--- config.mk ---
export PLATFORM = sky130hd
export DESIGN_NAME = seq_shift_unit
export DESIGN_NICKNAME = d
export VERILOG_FILES = /design/src/rtl/seq_shift_unit.sv
export SDC_FILE = /design/constraint.sdc
export NUM_CORES = 1
export LEC_CHECK = 0
export ABC_AREA = 1
export BUFFER_PORTS_ARGS = -buffer_cell sky130_fd_sc_hd__buf_4
export CAP_MARGIN = 40
export CORE_MARGIN = 2
export CORE_UTILIZATION = 49
export CTS_CLUSTER_DIAMETER = 60
export DETAILED_ROUTE_END_ITERATION = 7
export PLACE_DENSITY = 0.74
export SYNTH_ARGS = -nofsm -noshare
export SYNTH_HDL_FRONTEND = slang
export SYNTH_SLANG_ARGS = --single-unit
--- constraint.sdc ---
create_clock -name clk -period 1.3 [get_ports clk]
set_clock_uncertainty 0.05 [all_clocks]
set_input_delay 0.065 -clock clk [delete_from_list [all_inputs] [get_ports clk]]
set_output_delay 0.065 -clock clk [all_outputs]
set_load 0.05 [all_outputs]
--- src/rtl/seq_shift_unit.sv ---
// Multi-cycle shift/rotate unit: one position per clock under a start/done handshake.
// Define SEQ_SHIFT_ROTATE_EN to build ROR for mode 11; otherwise mode 11 behaves as LSR.
module seq_shift_unit #(
  parameter int N     = 8,
  parameter int AMT_W = 3
) (
  input  logic             clk,
  input  logic             rst_n,
  input  logic             start,
  input  logic [N-1:0]     d,
  input  logic [1:0]       mode,
  input  logic [AMT_W-1:0] amount,
  output logic             busy,
  output logic             done,
  output logic [N-1:0]     q,
  output logic             carry
);

  typedef enum logic [1:0] {IDLE, SHIFT, DONE} state_t;

  localparam logic [1:0] M_LSL = 2'b00;
  localparam logic [1:0] M_LSR = 2'b01;
  localparam logic [1:0] M_ASR = 2'b10;
`ifdef SEQ_SHIFT_ROTATE_EN
  localparam logic [1:0] M_ROR = 2'b11;
`endif

  state_t           state;
  logic [AMT_W-1:0] count;
  logic [1:0]       mode_r;
  logic [N-1:0]     q_nxt;
  logic             carry_nxt;

  // Single-step shifter; anything not matched (incl. 11 without rotate) is LSR.
  always_comb begin
    q_nxt     = {1'b0, q[N-1:1]};
    carry_nxt = q[0];
    case (mode_r)
      M_LSL: begin
        q_nxt     = {q[N-2:0], 1'b0};
        carry_nxt = q[N-1];
      end
      M_LSR: q_nxt = {1'b0, q[N-1:1]};
      M_ASR: q_nxt = {q[N-1], q[N-1:1]};
`ifdef SEQ_SHIFT_ROTATE_EN
      M_ROR: q_nxt = {q[0], q[N-1:1]};
`endif
      default: q_nxt = {1'b0, q[N-1:1]};
    endcase
  end

  always_ff @(posedge clk or negedge rst_n) begin
    if (!rst_n) begin
      state  <= IDLE;
      q      <= '0;
      carry  <= 1'b0;
      count  <= '0;
      mode_r <= M_LSL;
      busy   <= 1'b0;
      done   <= 1'b0;
    end else begin
      case (state)
        IDLE, DONE: begin
          if (start) begin
            q      <= d;
            carry  <= 1'b0;
            count  <= amount;
            mode_r <= mode;
            if (amount == '0) begin
              state <= DONE;
              busy  <= 1'b0;
              done  <= 1'b1;
            end else begin
              state <= SHIFT;
              busy  <= 1'b1;
              done  <= 1'b0;
            end
          end else begin
            state <= IDLE;
            busy  <= 1'b0;
            done  <= 1'b0;
          end
        end
        SHIFT: begin
          q     <= q_nxt;
          carry <= carry_nxt;
          count <= count - 1'b1;
          // count never reaches 0 here: a zero amount bypasses SHIFT entirely
          if (count == AMT_W'(1)) begin
            state <= DONE;
            busy  <= 1'b0;
            done  <= 1'b1;
          end
        end
        default: begin
          state <= IDLE;
          busy  <= 1'b0;
          done  <= 1'b0;
        end
      endcase
    end
  end

endmodule

==> results of run 1 <==
[routing by layer]
metal,share of wire,routed length [um]
met3,0.036,75
met4,0.021,43
met1,0.45,926
met2,0.50,1030
met5,0,0
[final timing paths]
kind,end,slack [ps],depth (start not counted)
worst max-delay path,q[2]$_DFFE_PN0P_,110,5
worst min-delay path,q[7]$_DFFE_PN0P_,10,5
worst max register to register,q[2]$_DFFE_PN0P_,110,5
worst min register to register,carry$_DFFE_PN0P_,470,2
max in group asynchronous,done$_DFFE_PN0P_,880,2
min in group asynchronous,q[7]$_DFFE_PN0P_,120,2
[synthesized netlist by cell type]
master    count  share of area
nand2_1      31           0.13
inv_1        18          0.074
dfrtp_1      17           0.46
nand3_1      11          0.060
a21oi_1      10          0.055
o21ai_1      10          0.055
nor2_1        9          0.037
nand2_2       4          0.027
o21ai_0       3          0.016
buf_4         2          0.016
ha_1          2          0.027
inv_2         2         0.0082
nor2_2        1         0.0068
nor2_4        1          0.012
o211ai_1      1         0.0082
or2_0         1         0.0068
[stage by stage]
stage	instances	cell area (um^2)	hold WS, ps	power [mW]	util
2_1_floorplan	123	918	-281	2.60	-
3_5_place_dp	174	1140	-108	3.18	0.656
4_1_cts	183	1220	4.05	3.49	0.700
3_3_place_gp	174	1140	-108	3.15	0.656
5_1_grt	183	1230	8.46	3.80	0.703
6_report	183	1230	12.7	3.47	0.703
[kinds of logic (layout without fill, tap and decap cells)]
family          count (synthesis)  count (layout)
fa+ha+maj                       2               2
compound gates                 24              24
flops                          17              17
buf+inv                        22              57
simple gates                   58              58
[state kept, by name (all words and copies together), names as in the netlist]
name    count
count       3
carry       1
done        1
state       1
q           8
mode_r      2
busy        1
[cell type report]
cell class,count,area share
Clock buffer,4,0.0214
Inverter,20,0.0612
Multi-Input combinational cell,84,0.332
Sequential cell,17,0.348
Tap cell,25,0.0255
Timing Repair Buffer,33,0.212
[repair_timing]
action                                 4_1_cts  5_1_grt
buffers inserted                             0        0
endpoints found under the hold margin       21        0
hold buffers                                 5        0
gates resized for setup                      0        1
setup endpoints to repair                    0        1
[report_power, final]
group,internal (mW),switching [mW]
registers,0.802,0.203
logic,0.709,1.48
clock network,0.119,0.159
total,1.63,1.84
[critical path, cell delays in order (launching register included)]
cell and delay, ps:
dfrtp_1 410, inv_2 90, nand2_2 130, buf_4 200, o21ai_1 110, a21oi_1 80
==> results.cfg, run 1 <==
[finish]
multi_input_area_um2 = 407
num_antenna_cells = 0
nFillCells = 151
final_common_cell = nand2_1
drive_above_1_share = 0.253
area_growth_pct = 33.7
ff_latch_area_um2 = 427
final_cell_mix = nand2_1, buf_4, inv_1
final_nets = 177

[yosys]
syn-instance-count = 123
synth_top_family_by_area = simple AND/OR/NAND/NOR gates
synth_nets = 141
seq_area_frac_synth = 0.464
synth_xor_area_frac = 0
synth_compound_area_frac = 0.134
synthAdderAreaFrac = 0.0273
syn_avg_cell_area_um2 = 7.46
ys_seq_elements = 17
synth_cell_types = 16
synthSimpleGateAreaFrac = 0.277
synth_warnings = 0
syn-cell-area_um2 = 917
synth_mux_area_frac = 0

[cts]
cts_tree = yes
htreeDepth = 1
clkSinkCount = 17
cts_buffers = 3
cts_buffer_depth = 2
root_buffer = clkbuf_4
insertion_delay_ps = 290
clk_pin_slew_worst_paths_ps = 90

[sta]
setup_viol = 0
max_freq_mhz = 843
slew-limit-headroom = 0.802
rsz0062_at_grt = no
setup_tns_ps = 0
period_minus_slack_ps = 1190
layout_setup_ws_ps = 114
slew_viol_final = 0
timing.final.crit_share = 0.912
tightestPinTransition_ps = 296
hold_viol_final = 0

[routing]
viasPerCell = 4.89
ant_nets = 0
firstDrtPassIters = 4
drtIter0Drc = 21
routed_wl_um = 2070
drc = 0
wire_per_inst_um = 11.3
vias = 895

[critical_path]
cp-end-kind = register
r2r-start = state[0]$_DFFE_PN0P_
critPathArrivalTime_ps = 1310
start_kind = register
crit_fanout = 8
required_ps = 1430
cp-startpoint = state[0]$_DFFE_PN0P_
crit_type = register to register

[global_routing]
use_met1 = 0.267
antenna_found_initial = 0
met2_usage = 0.384
grtUsageMet3 = 0.0385
grt_max_degree = 18
grt_pass1_wl_um = 3390
grtUsageTotal = 0.224
overflow = 0
busiest_layer = met2
grt_pass1_vias = 818

[placement]
pre_cts_ws_ps = 76.9
gp_congestion = 0.800
dp_hpwl_um = 1530
port_buffers = 26

[hold_path]
hold_start = d[7]
hold_path_class = input port to register

[flow_run]
drv_cap = 0

[die]
die-area_um2 = 2230
start_util = 0.525
dieWidth_um = 47.3
rows = 15
dieHeight_um = 47.3
coreArea_um2 = 1750
ios = 27

[pwr]
p_per_area_nw_per_um2 = 2830
ir_drop_mv = 1.48
p_leak_nw = 0.654

[outcome]
outcome = complete, no violations
Power figures use the tool's default switching activity.
==> inputs of run 2 (changes only) <==
--- a/config.mk
+++ b/config.mk
@@ -9,10 +9,11 @@
 export BUFFER_PORTS_ARGS = -buffer_cell sky130_fd_sc_hd__buf_4
 export CAP_MARGIN = 40
 export CORE_MARGIN = 2
-export CORE_UTILIZATION = 49
+export CORE_UTILIZATION = 50
+export CTS_BUF_LIST = sky130_fd_sc_hd__clkbuf_8
 export CTS_CLUSTER_DIAMETER = 60
 export DETAILED_ROUTE_END_ITERATION = 7
-export PLACE_DENSITY = 0.74
+export PLACE_DENSITY = 0.76
 export SYNTH_ARGS = -nofsm -noshare
 export SYNTH_HDL_FRONTEND = slang
 export SYNTH_SLANG_ARGS = --single-unit
==> results.cfg, run 2 (synthesized netlist as in run 1, its figures left out) <==
[routing]
routed_wl_um = 2060
firstDrtPassIters = 4
ant_nets = 0
wire_per_inst_um = 11.3
drc = 0
drtIter0Drc = 32
viasPerCell = 4.88
vias = 888

[cts]
root_buffer = clkbuf_8
cts_buffer_depth = 2
insertion_delay_ps = 250
cts_buffers = 3
cts_tree = yes
post_cts_buffers = 0
clk_pin_slew_worst_paths_ps = 70
htreeDepth = 1
clkSinkCount = 17

[global_routing]
grtUsageTotal = 0.215
grt_pass1_vias = 747
grt_max_degree = 18
antenna_found_initial = 0
grt_pass1_wl_um = 3260
overflow = 0

[sta]
tightestPinTransition_ps = 298
slew_viol_final = 0
setup_viol = 0
slew-limit-headroom = 0.801
max_freq_mhz = 819
timing.final.crit_share = 0.939
period_minus_slack_ps = 1220
rsz0062_at_grt = no
setup_tns_ps = 0
hold_viol_final = 0

[critical_path]
required_ps = 1380
slowest_stage = dfrtp_1
start_kind = register
worstPathCellList = inv_2 > nand2_2 > nand2_2 > inv_1 > nand2_1 > o211ai_1
crit_type = register to register
crit_fanout = 10
crit_top_cell = nand2_2
cpPeakStageDelay_ps = 400
critPathArrivalTime_ps = 1300
r2r-start = state[0]$_DFFE_PN0P_
cp-end-kind = register
cp-startpoint = state[0]$_DFFE_PN0P_

[die]
rows = 15
die-area_um2 = 2190
start_util = 0.531
dieHeight_um = 46.8
coreArea_um2 = 1730
dieWidth_um = 46.8
ios = 27

[finish]
largest_register_ffs = 8
final_cell_mix = nand2_1, buf_4, inv_1
regMostFlops = q
area_growth_pct = 34.2
nFillCells = 154
final_nets = 176
reg.largest.list = q x8, count x3, mode_r x2
final_cell_count_no_fill = 182
num_antenna_cells = 0
final_common_cell = nand2_1
drive_above_1_share = 0.261

[hold_path]
hold_start = amount[1]
hold_path_class = input port to register

[outcome]
outcome = complete, no violations

[flow_run]
drv_cap = 0

[pwr]
p_leak_nw = 0.658
p_per_area_nw_per_um2 = 2910
ir_drop_mv = 1.46

[placement]
place_inst = 174
dp_hpwl_um = 1520
gp_congestion = 0.812
port_buffers = 26
-- run 2: cell count changes in the layout (fill, tap and decap cells not counted), sizes merged --
| cell | before | now |
|---|---|---|
| dlygate4sd3 | 5 | 4 |
| clkbuf | 4 | 3 |
| clkinv | 0 | 1 |
-- run 2: where the power goes --
part	switching [mW]	internal [mW]	leakage, nW	total [mW]
sequential	0.203	0.804	0.204	1.01
clock	0.189	0.213	0.0255	0.402
combinational	1.48	0.703	0.428	2.18
-- run 2: timing repair --
action | in CTS | in global routing
endpoints found under the hold margin | 20 | 0
gates resized for setup | 0 | 0
hold buffers | 4 | 0
-- run 2: worst paths after layout --
check | end | slack [ps] | depth (start not counted)
max | count[1]$_DFFE_PN0P_ | 80 | 6
max in group asynchronous | done$_DFFE_PN0P_ | 840 | 2
min in group asynchronous | q[7]$_DFFE_PN0P_ | 160 | 2
max reg2reg | count[1]$_DFFE_PN0P_ | 80 | 6
min reg2reg | carry$_DFFE_PN0P_ | 470 | 2
min | count[1]$_DFFE_PN0P_ | 20 | 3
-- run 2: routing by layer --
layer	track usage	part of all wire	up-vias
li1	-	-	456
met1	0.275	0.44	406
met2	0.353	0.50	22
met3	0.0346	0.038	4
met4	0.100	0.018	0
met5	0	0	-
-- run 2: layout make-up --
| cell class | instances | area, um^2 | area share |
|---|---|---|---|
| Clock buffer | 3 | 41.3 | 0.0335 |
| Timing Repair Buffer | 32 | 250 | 0.203 |
| Clock inverter | 1 | 5.00 | 0.00407 |
| Multi-Input combinational cell | 84 | 402 | 0.326 |
| Tap cell | 25 | 31.3 | 0.0254 |
| Sequential cell | 17 | 427 | 0.347 |
| Inverter | 20 | 75.1 | 0.0610 |
-- run 2: through the flow --
stage / utilization / cell area (um^2) / setup WS, ps / hold slack, ps / power, mW
after floorplan: - / 918 / 130 / -281 / 2.60
after global placement: 0.663 / 1140 / 84.2 / -108 / 3.15
after detailed placement: 0.663 / 1140 / 86.7 / -106 / 3.19
after CTS: 0.713 / 1230 / 79.6 / 22.1 / 3.60
after global routing: 0.713 / 1230 / 1.48 / 35.7 / 3.88
final: 0.713 / 1230 / 79.0 / 20.3 / 3.59
-- run 2: critical path: cells and delay by family (launching register included) --
kind	cells	cell delay [ps]
compound gates	1	80
buf+inv	2	170
simple gates	3	400
flops	1	400
